File: config.mk
export PLATFORM = sky130hd
export DESIGN_NAME = query_patch_loader
export DESIGN_NICKNAME = d
export VERILOG_FILES = /design/src/rtl/query_pkg.sv /design/src/rtl/patch_assembler.sv /design/src/rtl/query_patch_loader.sv
export SDC_FILE = /design/constraint.sdc
export NUM_CORES = 1
export LEC_CHECK = 0
export CAP_MARGIN = 20
export CORE_MARGIN = 10
export CORE_UTILIZATION = 35
export CTS_BUF_LIST = sky130_fd_sc_hd__clkbuf_8 sky130_fd_sc_hd__clkbuf_16
export CTS_CLUSTER_DIAMETER = 200
export DETAILED_ROUTE_END_ITERATION = 10
export GPL_TIMING_DRIVEN = 0
export PLACE_DENSITY = 0.66
export SKIP_CTS_REPAIR_TIMING = 1
export SLEW_MARGIN = 20
export SYNTH_ARGS = -nofsm -noshare
export SYNTH_HDL_FRONTEND = slang
export SYNTH_SLANG_ARGS = --single-unit
File: constraint.sdc
create_clock -name clk -period 4.9 [get_ports clk]
set_input_delay 0.49 -clock clk [delete_from_list [all_inputs] [get_ports clk]]
set_output_delay 0.49 -clock clk [all_outputs]
set_load 0.01 [all_outputs]
File: src/rtl/query_pkg.sv
// Shared types and constants for the query patch loader.
// Pixels pack low-first into one patch word per memory row.
package query_pkg;

  localparam int DATA_WIDTH  = 11;
  localparam int PATCH_SIZE  = 5;
  localparam int ADDR_WIDTH  = 9;
  localparam int DEPTH       = 512;
  localparam int PATCH_WIDTH = DATA_WIDTH * PATCH_SIZE;
  localparam int IDX_WIDTH   = $clog2(PATCH_SIZE);

  typedef logic [PATCH_WIDTH-1:0] patch_t;
  typedef logic [DATA_WIDTH-1:0]  pixel_t;
  typedef logic [ADDR_WIDTH:0]    count_t;

  typedef enum logic [1:0] {
    IDLE,
    LOAD,
    DONE
  } loader_state_t;

  function automatic count_t clamp_target(count_t n);
    return (n > count_t'(DEPTH)) ? count_t'(DEPTH) : n;
  endfunction

endpackage

File: src/rtl/patch_assembler.sv
// Packs accepted pixels into a patch; flags the beat completing one.
// The patch output already includes the pixel accepted this cycle.
module patch_assembler
  import query_pkg::*;
(
  input  logic                   clk,
  input  logic                   rst_n,
  input  logic                   clear,
  input  logic                   accept,
  input  logic [DATA_WIDTH-1:0]  pixel,
  output logic [PATCH_WIDTH-1:0] patch,
  output logic                   patch_complete
);

  logic [IDX_WIDTH-1:0] idx_q;
  logic [IDX_WIDTH-1:0] idx_d;
  patch_t               asm_q;
  patch_t               asm_d;
  logic                 last;

  always_ff @(posedge clk or negedge rst_n) begin
    if (!rst_n) begin
      idx_q <= '0;
      asm_q <= '0;
    end else begin
      idx_q <= idx_d;
      asm_q <= asm_d;
    end
  end

  always_comb begin
    last  = (idx_q == IDX_WIDTH'(PATCH_SIZE - 1));
    idx_d = idx_q;
    asm_d = asm_q;
    if (clear) begin
      idx_d = '0;
    end else if (accept) begin
      for (int k = 0; k < PATCH_SIZE; k++) begin
        if (idx_q == IDX_WIDTH'(k)) begin
          asm_d[k*DATA_WIDTH +: DATA_WIDTH] = pixel;
        end
      end
      idx_d = last ? '0 : idx_q + 1'b1;
    end
  end

  assign patch          = asm_d;
  assign patch_complete = accept && last && !clear;

endmodule

File: src/rtl/query_patch_loader.sv
// Streams pixels into packed patches and writes them to port 0
// of the query patch memory, then pulses done for the search stage.
module query_patch_loader
  import query_pkg::*;
(
  input  logic                   clk,
  input  logic                   rst_n,
  input  logic                   start,
  input  logic [ADDR_WIDTH:0]    num_patches,
  input  logic                   in_valid,
  output logic                   in_ready,
  input  logic [DATA_WIDTH-1:0]  in_pixel,
  output logic                   mem_csb0,
  output logic                   mem_web0,
  output logic [ADDR_WIDTH-1:0]  mem_addr0,
  output logic [PATCH_WIDTH-1:0] mem_wpatch0,
  output logic                   busy,
  output logic                   done,
  output logic [ADDR_WIDTH:0]    patch_count
);

  loader_state_t state_q;
  loader_state_t state_d;

  count_t target_q;
  count_t target_d;
  count_t count_q;
  count_t count_d;
  count_t start_target;

  logic [ADDR_WIDTH-1:0] waddr_q;
  logic [ADDR_WIDTH-1:0] waddr_d;
  logic [ADDR_WIDTH-1:0] maddr_q;
  logic [ADDR_WIDTH-1:0] maddr_d;

  patch_t wpatch_q;
  patch_t wpatch_d;
  patch_t patch;

  logic csb_q;
  logic csb_d;
  logic web_q;
  logic web_d;

  logic job_start;
  logic accept;
  logic patch_complete;
  logic last_patch;

  assign job_start    = (state_q == IDLE) && start;
  assign start_target = clamp_target(num_patches);
  assign accept       = in_valid && in_ready;
  assign last_patch   = patch_complete
                     && ((count_q + 1'b1) == target_q);

  patch_assembler u_asm (
    .clk            (clk),
    .rst_n          (rst_n),
    .clear          (job_start),
    .accept         (accept),
    .pixel          (in_pixel),
    .patch          (patch),
    .patch_complete (patch_complete)
  );

  always_ff @(posedge clk or negedge rst_n) begin
    if (!rst_n) begin
      state_q  <= IDLE;
      target_q <= '0;
      count_q  <= '0;
      waddr_q  <= '0;
      maddr_q  <= '0;
      wpatch_q <= '0;
      csb_q    <= 1'b1;
      web_q    <= 1'b1;
    end else begin
      state_q  <= state_d;
      target_q <= target_d;
      count_q  <= count_d;
      waddr_q  <= waddr_d;
      maddr_q  <= maddr_d;
      wpatch_q <= wpatch_d;
      csb_q    <= csb_d;
      web_q    <= web_d;
    end
  end

  always_comb begin
    state_d = state_q;
    unique case (state_q)
      IDLE: begin
        if (start) begin
          state_d = (start_target == '0) ? DONE : LOAD;
        end
      end
      LOAD: begin
        if (last_patch) begin
          state_d = DONE;
        end
      end
      DONE:    state_d = IDLE;
      default: state_d = IDLE;
    endcase
  end

  // Address counter wraps naturally at DEPTH; only reachable after
  // the final write of a full-depth job.
  always_comb begin
    target_d = target_q;
    count_d  = count_q;
    waddr_d  = waddr_q;
    maddr_d  = maddr_q;
    wpatch_d = wpatch_q;
    csb_d    = 1'b1;
    web_d    = 1'b1;
    if (job_start) begin
      target_d = start_target;
      count_d  = '0;
      waddr_d  = '0;
    end else if (patch_complete) begin
      csb_d    = 1'b0;
      web_d    = 1'b0;
      maddr_d  = waddr_q;
      wpatch_d = patch;
      waddr_d  = waddr_q + 1'b1;
      count_d  = count_q + 1'b1;
    end
  end

  always_comb begin
    in_ready = (state_q == LOAD);
    busy     = (state_q != IDLE);
    done     = (state_q == DONE);
  end

  assign mem_csb0    = csb_q;
  assign mem_web0    = web_q;
  assign mem_addr0   = maddr_q;
  assign mem_wpatch0 = wpatch_q;
  assign patch_count = count_q;

endmodule

# Yosys cells after proc, flatten, opt, wreduce, memory -nomap -nowiden
# Index checks and enable logic that the tools add are counted.
# word_totals
output_inout_bits	79
reg_bits	154
# classes
n_lt_le_gt_ge	1
n_reduce_logical	14
bitwise_logic	1
n_eq_ne	9
n_mux	21
addsub	3
# op_table
operator	n
$mux W55	2
$mux W11	5
$mux W10	3
$mux W9	2
$add A10 B1 Y10 const B	1
$eq A10 B10 Y1	1
$gt A10 B10 Y1 const B	1
$logic_not A10 Y1	1
$add A9 B1 Y9 const B	1
$mux W3	3
$eq A3 B2 Y1 const B	2
$mux W2	3
$reduce_bool A2 Y1	3
$logic_and A1 B1 Y1	5
$pmux W2 S2	1
$reduce_and A2 Y1	2
$add A3 B1 Y3 const B	1
$eq A3 B1 Y1 const B	1
$eq A3 B3 Y1 const B	1
$logic_not A3 Y1	1
$eq A2 B1 Y1 const B	1
$eq A2 B2 Y1 const B	1
$logic_not A2 Y1	1
$mux W1	2
other kinds (4)	4

# Depth between registers and ports, before layout
# logic_depth
word_depth	7
depth_mapped	9
mapped_depth_nobuf	8

# Cells and area by module
# Synthesis repeated with hierarchy kept, for this count alone.
# hier_totals
cells_unflattened	481
area_unflattened_um2	6678.9
# modules_own_cells
mod	area_each_um2	cells_each	seq_area_each_um2	n_inst
query_patch_loader	4177.8	336	2403.6	1
patch_assembler	2501.1	145	1451.4	1

# Least setup slack after synthesis
# OpenSTA, ideal clock, no wires.
# synth_timing
kind	input to register
start	input in_valid
end	register wpatch_q[12], in the netlist mem_wpatch0[12]
t_arrival_ns	1.783
path_buffers	2
cell_stages	7
path_slack_ns	2.992
cell_sequence	and3b_1 buf_4 and2_1 nand2_1 buf_4 mux2_2 mux2_2
# synth_via
elab_cells_between_ends	6
classes_between	mux (2); reduce/logical (4)
# synth_lines
element	line_no	source
from (decl)	query_patch_loader.sv:10	input logic in_valid,
$logic_and A1 B1 Y1	query_patch_loader.sv:52	assign accept = in_valid && in_ready;
$mux W55	patch_assembler.sv:37	end else if (accept) begin
$mux W55	patch_assembler.sv:35	if (clear) begin
named net patch[12]	query_patch_loader.sv:38	patch_t patch;
to (signal assigned)	query_patch_loader.sv:82	wpatch_q <= wpatch_d;
to (decl)	query_patch_loader.sv:36	patch_t wpatch_q;
# The timed path passes the listed nets, and every way through them passes these cells.
# A chain may end at the register's enable or synchronous reset.

# Final worst setup path
# layout_timing
start	input in_valid
end	register maddr_q[0], in the netlist mem_addr0[0]
# layout_via
elab_chain_cells	4
# layout_rtl
element	line_no	source
$logic_and A1 B1 Y1	query_patch_loader.sv:52	
$logic_and A1 B1 Y1 (2 in a row)	patch_assembler.sv:48	assign patch_complete = accept && last && !clear;
$reduce_and A2 Y1 (no line)	--	
to (signal assigned)	query_patch_loader.sv:81	maddr_q <= maddr_d;
to (decl)	query_patch_loader.sv:33	logic [ADDR_WIDTH-1:0] maddr_q;
# No other way between the ends.

==> summary.md <==
| Metric | Value |
|---|---|
| Number of nets with antenna violations after detailed routing | `0` |
| Max Cap Violations | `0` |
| EDFF count, synth | `0` |
| Commonest non-fill, non-tap cells in the layout | `nand2_1 (173), dfrtp_1 (142), clkdlybuf4s50_1 (102), mux2_2 (67), o21ai_0 (22)` |
| Effective utilization at floorplan | `0.359` |
| Status | `finished, final reports clean` |
| Number of antenna violations at the first check in global routing | `0` |
| Slowest Stage Delay on Critical Path | `460 ps` |
| Core Box Area | `16600 um^2` |
| Startpoint type of the worst setup path | `primary input` |
| Number of max-slew violations in the final report | `0` |
| Critical path class | `in2reg` |
| FF/Latch Area | `3580 um^2` |
| Fin nets | `694` |
| P&R area growth vs syn | `32.1%` |
| Top delay family on crit path | `buffers and inverters` |
| Synth warn | `0` |
| Via density per instance | `4.74` |
| Comb pwr share | `0.329` |
| Fmax | `452 MHz` |
| Cell internal power dissipation | `3.26 mW` |
| Cell area after technology mapping | `5980 um^2` |
| Average detailed-routed wire length per instance | `16.9 um` |
| Unrepaired setup endpoints after global routing | `false` |
| Dominant combinational cell family by area after synthesis | `simple AND/OR/NAND/NOR gates` |
| Root buffer cell | `clkbuf_16` |
| Max H-tree Level | `4` |
| Global Route Usage Sum | `0.138` |
| Leakage power summed over all cells | `3.63 nW` |
| Clock transition at the register clock pins on the worst setup and hold paths after CTS | `60 ps` |
| Proportion of register bits with asynchronous set or reset after synthesis | `1.00` |
| Number of distinct library cell variants in the gate-level netlist after synthesis | `39` |
| Critical path, cell by cell | `clkdlybuf4s50_1 -> and3b_1 -> buf_4 -> and3_1 -> buf_6 -> buf_2 -> clkbuf_1 -> nand2_1 -> nand2_1` |
| Via count of the first global-routing pass | `4540` |
| Maximum net fanout on the critical path | `10` |
| Critical-path top delay cell | `clkbuf_1` |
| Most common cell after layout, fill and taps aside | `nand2_1` |
| Maximum VDD drop | `0.000378 V` |
| Detailed-route via count | `4238` |
| Most common cell type on the critical path | `nand2_1` |
| Worst EP arrival | `2570 ps` |
| Largest net degree at the start of global routing | `74` |
| Max_slew headroom | `0.631` |
| Register bit total from synthesis | `143` |
| Average size of a mapped cell | `11.1 um^2` |
| Mapped Nets | `571` |
| Final HPWL from detailed placement | `10900 um` |
| Maximum root-to-sink buffer count | `2` |
| Filler Cells Inserted | `1523` |
| Die height | `151 um` |
| Mux share of post-synthesis cell area | `0.128` |
| Buffers & Inverters on Critical Path | `5` |
| Die ar. | `22700 um^2` |
| Primary FF master, synth | `dfrtp_1` |
| Xor/xnor share of the synthesized area | `0.0234` |
| Switching Share | `0.310` |
| Placer Congestion | `0.771` |
| Worst-Skew Late Latency | `420 ps` |
| Shortest period the worst path allows | `2210 ps` |
| Adder-Cell Fraction of Synth Area | `0.0147` |
| Sequential cell area fraction in the yosys report | `0.599` |
| Antenna cells | `0` |
| Count of final hold-check violations | `0` |
| CTS buffer count | `17` |
| Basic-gate share of the synthesized area counting and, or, nand and nor cells | `0.171` |
| Residual DRC | `0` |
| Clock tree from TritonCTS | `yes` |
| Synthesized netlist cell count | `539` |
| Number of standard-cell rows in the floorplan | `47` |
| Share of final-layout standard cells stronger than drive strength 1 | `0.181` |
| Part of the power in the clock network | `0.268` |
| Skew final | `15.4 ps` |
| Drt pass-1 iters | `4` |
| CP endpoint kind | `flop` |
| Fraction of the cycle the final worst path needs | `0.451` |
| Initial DRC Count | `279` |
| Required time of the critical path | `5260 ps` |
| Compound-gate portion of the synthesized area | `0.0358` |
| Die X | `151 um` |
| Actual slew at the worst max-slew pin | `554 ps` |
| # port buffers | `103` |
| Final standard cell utilization of the core | `0.475` |
| I/O pin count | `104` |
| Sequential fraction of design power | `0.402` |
| Worst min-delay path category | `in2async` |
| Area occupied by multi-input gates | `2230 um^2` |
| Total net switching power | `1.46 mW` |
| Total wire length | `15100 um` |
| Number of clock sinks | `143` |
| Remaining Overflow, GRT | `0` |
| Final worst hold slack | `36.5 ps` |
| Global-route wire length before repair | `24400 um` |
| Number of failing setup endpoints in the final timing report | `0` |
| Power per cell area | `597 nW/um^2` |
==> cell families (layout without fill, tap and decap cells) <==
logic type | Yosys count | count (layout)
AO/OA/AOI/OAI | 37 | 37
AND/OR/NAND/NOR | 234 | 234
buffers and inverters | 34 | 170
flip-flops | 143 | 143
adder cells (fa/ha/maj) | 7 | 7
multiplexers | 68 | 68
XOR/XNOR | 16 | 16
==> per-stage QoR <==
stage,setup slack [ps],power (mW),std cells,TNS (ps),cell area (um^2)
floorplan,2990,2.70,539,0,5980
global placement,-2150,3.42,862,-305040,7280
detailed placement,2250,3.49,863,0,7320
CTS,2680,4.78,895,0,7900
global route,2540,5.02,895,0,7900
finish,2690,4.72,895,0,7900
==> path summary, 6_finish.rpt <==
kind | start | endpoint | slack (ps) | depth (start not counted)
worst min-delay path | rst_n | target_q[1]$_DFFE_PN0P_ | 40 | 1
worst max register to register | patch_count[0]$_DFFE_PN0P_ | state_q[1]$_DFFE_PN0P_ | 2730 | 7
max in group asynchronous | rst_n | u_asm.idx_q[1]$_DFFE_PN0P_ | 4130 | 2
worst min register to register | u_asm.asm_q[5]$_DFF_PN0_ | mem_wpatch0[5]$_DFFE_PN0P_ | 460 | 2
min in group clk | u_asm.asm_q[5]$_DFF_PN0_ | mem_wpatch0[5]$_DFFE_PN0P_ | 460 | 2
worst max-delay path | in_valid | mem_addr0[0]$_DFFE_PN0P_ | 2690 | 9
==> state kept, by name (all words and copies together) (netlist names) <==
signal,cells
state_q,2
target_q,10
patch_count,10
mem_wpatch0,55
mem_web0,1
u_asm.asm_q,44
mem_addr0,9
waddr_q,9
u_asm.idx_q,3
==> synthesized netlist by cell type (all sizes together) (3+ instances only) <==
master | number | area share
xor2 | 7 | 0.010
nor2 | 14 | 0.0088
nand2 | 173 | 0.11
nand3b | 10 | 0.013
xnor2 | 9 | 0.013
nor2b | 3 | 0.0031
clkbuf | 10 | 0.0063
nor4 | 3 | 0.0042
dfrtp | 142 | 0.59
inv | 5 | 0.0036
mux2 | 67 | 0.13
nand4 | 3 | 0.0031
o31ai | 7 | 0.0088
a21oi | 5 | 0.0042
and3 | 3 | 0.0031
o21ai | 22 | 0.018
nand3 | 10 | 0.0092
buf | 19 | 0.018
and2 | 6 | 0.0063
ha | 7 | 0.015
nor3 | 4 | 0.0052
==> power groups by stage <==
stage	Combinational (mW)	Clock [mW]	Sequential, mW
detailed placement	1.58	0	1.91
finish	1.55	1.27	1.90
floorplan	0.741	0	1.96
global route	1.71	1.35	1.96
global placement	1.53	0	1.89
CTS	1.59	1.29	1.90
==> cell type report <==
class                           instances  share of cell area
Buffer                                 29              0.0187
Clock buffer                           18              0.0556
Clock inverter                         14              0.0181
Inverter                                5             0.00269
Multi-Input combinational cell        362               0.282
Sequential cell                       143               0.453
Tap cell                              220              0.0349
Timing Repair Buffer                  104               0.135
==> metal layers <==
metal | track usage | wire (um)
met1 | 0.165 | 6490
met2 | 0.222 | 7120
met3 | 0.0543 | 1290
met4 | 0.0505 | 206
met5 | 0 | 0
Power figures use the tool's default switching activity.
==> RTL edit, RTL diff (same settings) <==
Make the reset (`rst_n`) synchronous in 2 clocked blocks.
--- a/src/rtl/patch_assembler.sv
+++ b/src/rtl/patch_assembler.sv
@@ -18,7 +18,7 @@
   patch_t               asm_d;
   logic                 last;
 
-  always_ff @(posedge clk or negedge rst_n) begin
+  always_ff @(posedge clk) begin
     if (!rst_n) begin
       idx_q <= '0;
       asm_q <= '0;
--- a/src/rtl/query_patch_loader.sv
+++ b/src/rtl/query_patch_loader.sv
@@ -63,7 +63,7 @@
     .patch_complete (patch_complete)
   );
 
-  always_ff @(posedge clk or negedge rst_n) begin
+  always_ff @(posedge clk) begin
     if (!rst_n) begin
       state_q  <= IDLE;
       target_q <= '0;
Check against the original RTL: differs if rst_n is asserted again (counterexample within 4 cycles, from zero or initial values and one cycle with rst_n low); with rst_n held inactive, the same outputs for 4 cycles.
==> RTL edit against the unedited design <==
Synthesized area is 4.3% lower; design area is 3.1% lower; routed wire length is 6.2% higher; sequential cell count stayed put; non-clock buffer count is 12 higher; synthesized cell count is 13% higher; worst setup slack worse by 0.039 ns; global-route usage is 0.96 points higher; register-to-register slack worse by 0.08 ns.
Power is not compared: it rests on default switching activity, and its combinational part moved more than twofold at a synthesized area within 25%.
==> RTL edit: results (changes against the unedited design) <==
[placement]
place_inst=928  ; was 863
dp_hpwl_mm=11.89  ; was 10.94 mm
gp_congestion=0.8385  ; was 0.7706
dpl_cell_area_um2=7019  ; was 7316 µm²

[setup_path]
slowest_delay_ns=0.35  ; was 0.46 ns
r2r-end=waddr_q[1]  ; was state_q[1]
worstRegToRegCells=9  ; was 7
slowest_stage=dfxtp_1  ; was clkbuf_1
rr_startpoint=u_asm.idx_q[0]  ; was patch_count[0]
r2r_slack_ns=2.65  ; was 2.73 ns
cp_data_arrival_time_ns=2.60  ; was 2.57 ns

[synth]
synth_commonest_cells=143 x dfxtp_1, 133 x nand2_1, 44 x a21boi_0, 35 x nor2b_1, 34 x o211a_1  ; was 173 x nand2_1, 142 x dfrtp_1, 67 x mux2_2, 22 x o21ai_0, 14 x nor2_1
synth.net_count=641  ; was 571
yosys-top-cells-area=dfxtp_1 50%, nand2_1 8.7%, o211a_1 6.0%, a21boi_0 5.8%, mux2i_1 5.8%  ; was dfrtp_1 59%, mux2_2 13%, nand2_1 11%, o21ai_0 1.8%, ha_1 1.5%
yosysSeqAreaShare_pct=50.07  ; was 59.89%
async_flop_share_pct=0  ; was 100.0%
synthCells=609  ; was 539
synthFlopType=dfxtp_1  ; was dfrtp_1

[finish]
nNonClkBuffers=145  ; was 133
buffer_area_share_pct=15.83  ; was 15.34%
seq_share_pct=37.41  ; was 45.33%
clockNetworkAreaShare_pct=8.273  ; was 7.367%
drive_gt1_share_pct=6.586  ; was 18.07%
diodes=0  ; unchanged
fill_cells=1484  ; was 1523
nMultiInputCombCells=419  ; was 362
clock_buffers=20  ; was 18
fin_nets=763  ; was 694
multi_input_area_share_pct=34.71  ; was 28.22%

[routing]
dr.pass1.iters=5  ; was 4
drtIter0Drc=302  ; was 279
routedWlPerCell_um=16.72  ; was 16.89 µm
routed_wl_mm=16.06  ; was 15.12 mm
viasPerCell=4.897  ; was 4.735

[clock_tree]
root_buffer=clkbuf_16  ; unchanged

[run_status]
outcome=finished clean  ; unchanged

[global_routing]
track_usage_pct=14.77  ; was 13.81%
grt_pass1_wl_mm=25.71  ; was 24.35 mm
grt_util_met2_pct=24.03  ; was 22.16%
grt_pass1_vias=4894  ; was 4540
met1_usage_pct=17.69  ; was 16.47%
met3_usage_pct=4.976  ; was 5.432%

[floorplanning]
dieWidth_um=147.8  ; was 150.7 µm

[min_path]
hold_class=reg2reg  ; was in2async

[sta]
finClkSkew_ns=0.005111  ; was 0.01538 ns
maxSlewHeadroom_pct=59.82  ; was 63.10%

[RTL edit: cell types whose count changed after synthesis, sizes merged, moves of 34 or more]
| cell | change |
|---|---|
| a21boi | +44 |
| dfrtp | -142 |
| dfxtp | +143 |
| mux2 | -67 |
| nand2 | -40 |
| o211a | +34 |
[RTL edit: metal layers]
metal	part of all wire (%)	wire length (µm)
met5	0	0
met4	1.9	299
met3	6.4	1034
met2	47	7477
met1	45	7244
[RTL edit: metrics by stage]
stage | hold slack (ns) | setup slack, ns
6_report | 0.4625 | 2.650
5_1_grt | 0.4850 | 2.462
4_1_cts | 0.4689 | 2.634
3_5_place_dp | 0.4614 | 2.186
3_3_place_gp | 0.4514 | 2.255
2_1_floorplan | 0.4411 | 3.104
[RTL edit: kinds of logic (layout without fill, tap and decap cells)]
kind of cell	Yosys count	count (layout)	share of synthesized area (%)
buffers and inverters	47	182	3.479
AO/OA/AOI/OAI	105	105	14.81
flip-flops	143	143	50.07
adder cells (fa/ha/maj)	7	7	1.532
multiplexers	33	33	5.777
AND/OR/NAND/NOR	246	246	20.04
XOR/XNOR	28	28	4.289
[RTL edit: worst max path at each step]
stage,from,slack [ns],to
CTS,rst_n,2.63,mem_wpatch0[38]
global placement,in_valid,2.25,patch_count[1]
global route,u_asm.idx_q[0],2.46,waddr_q[1]
floorplan,patch_count[0],3.10,state_q[0]
finish,u_asm.idx_q[0],2.65,waddr_q[1]
detailed placement,rst_n,2.19,mem_wpatch0[41]
[RTL edit: where the power goes]
group / internal, W / switching (W) / total (W)
sequential: 0.00117 / 0.00000658 / 0.00118
clock: 0.000886 / 0.000486 / 0.00137
combinational: 0.0000468 / 0.0000586 / 0.000105
total: 0.00210 / 0.000551 / 0.00266
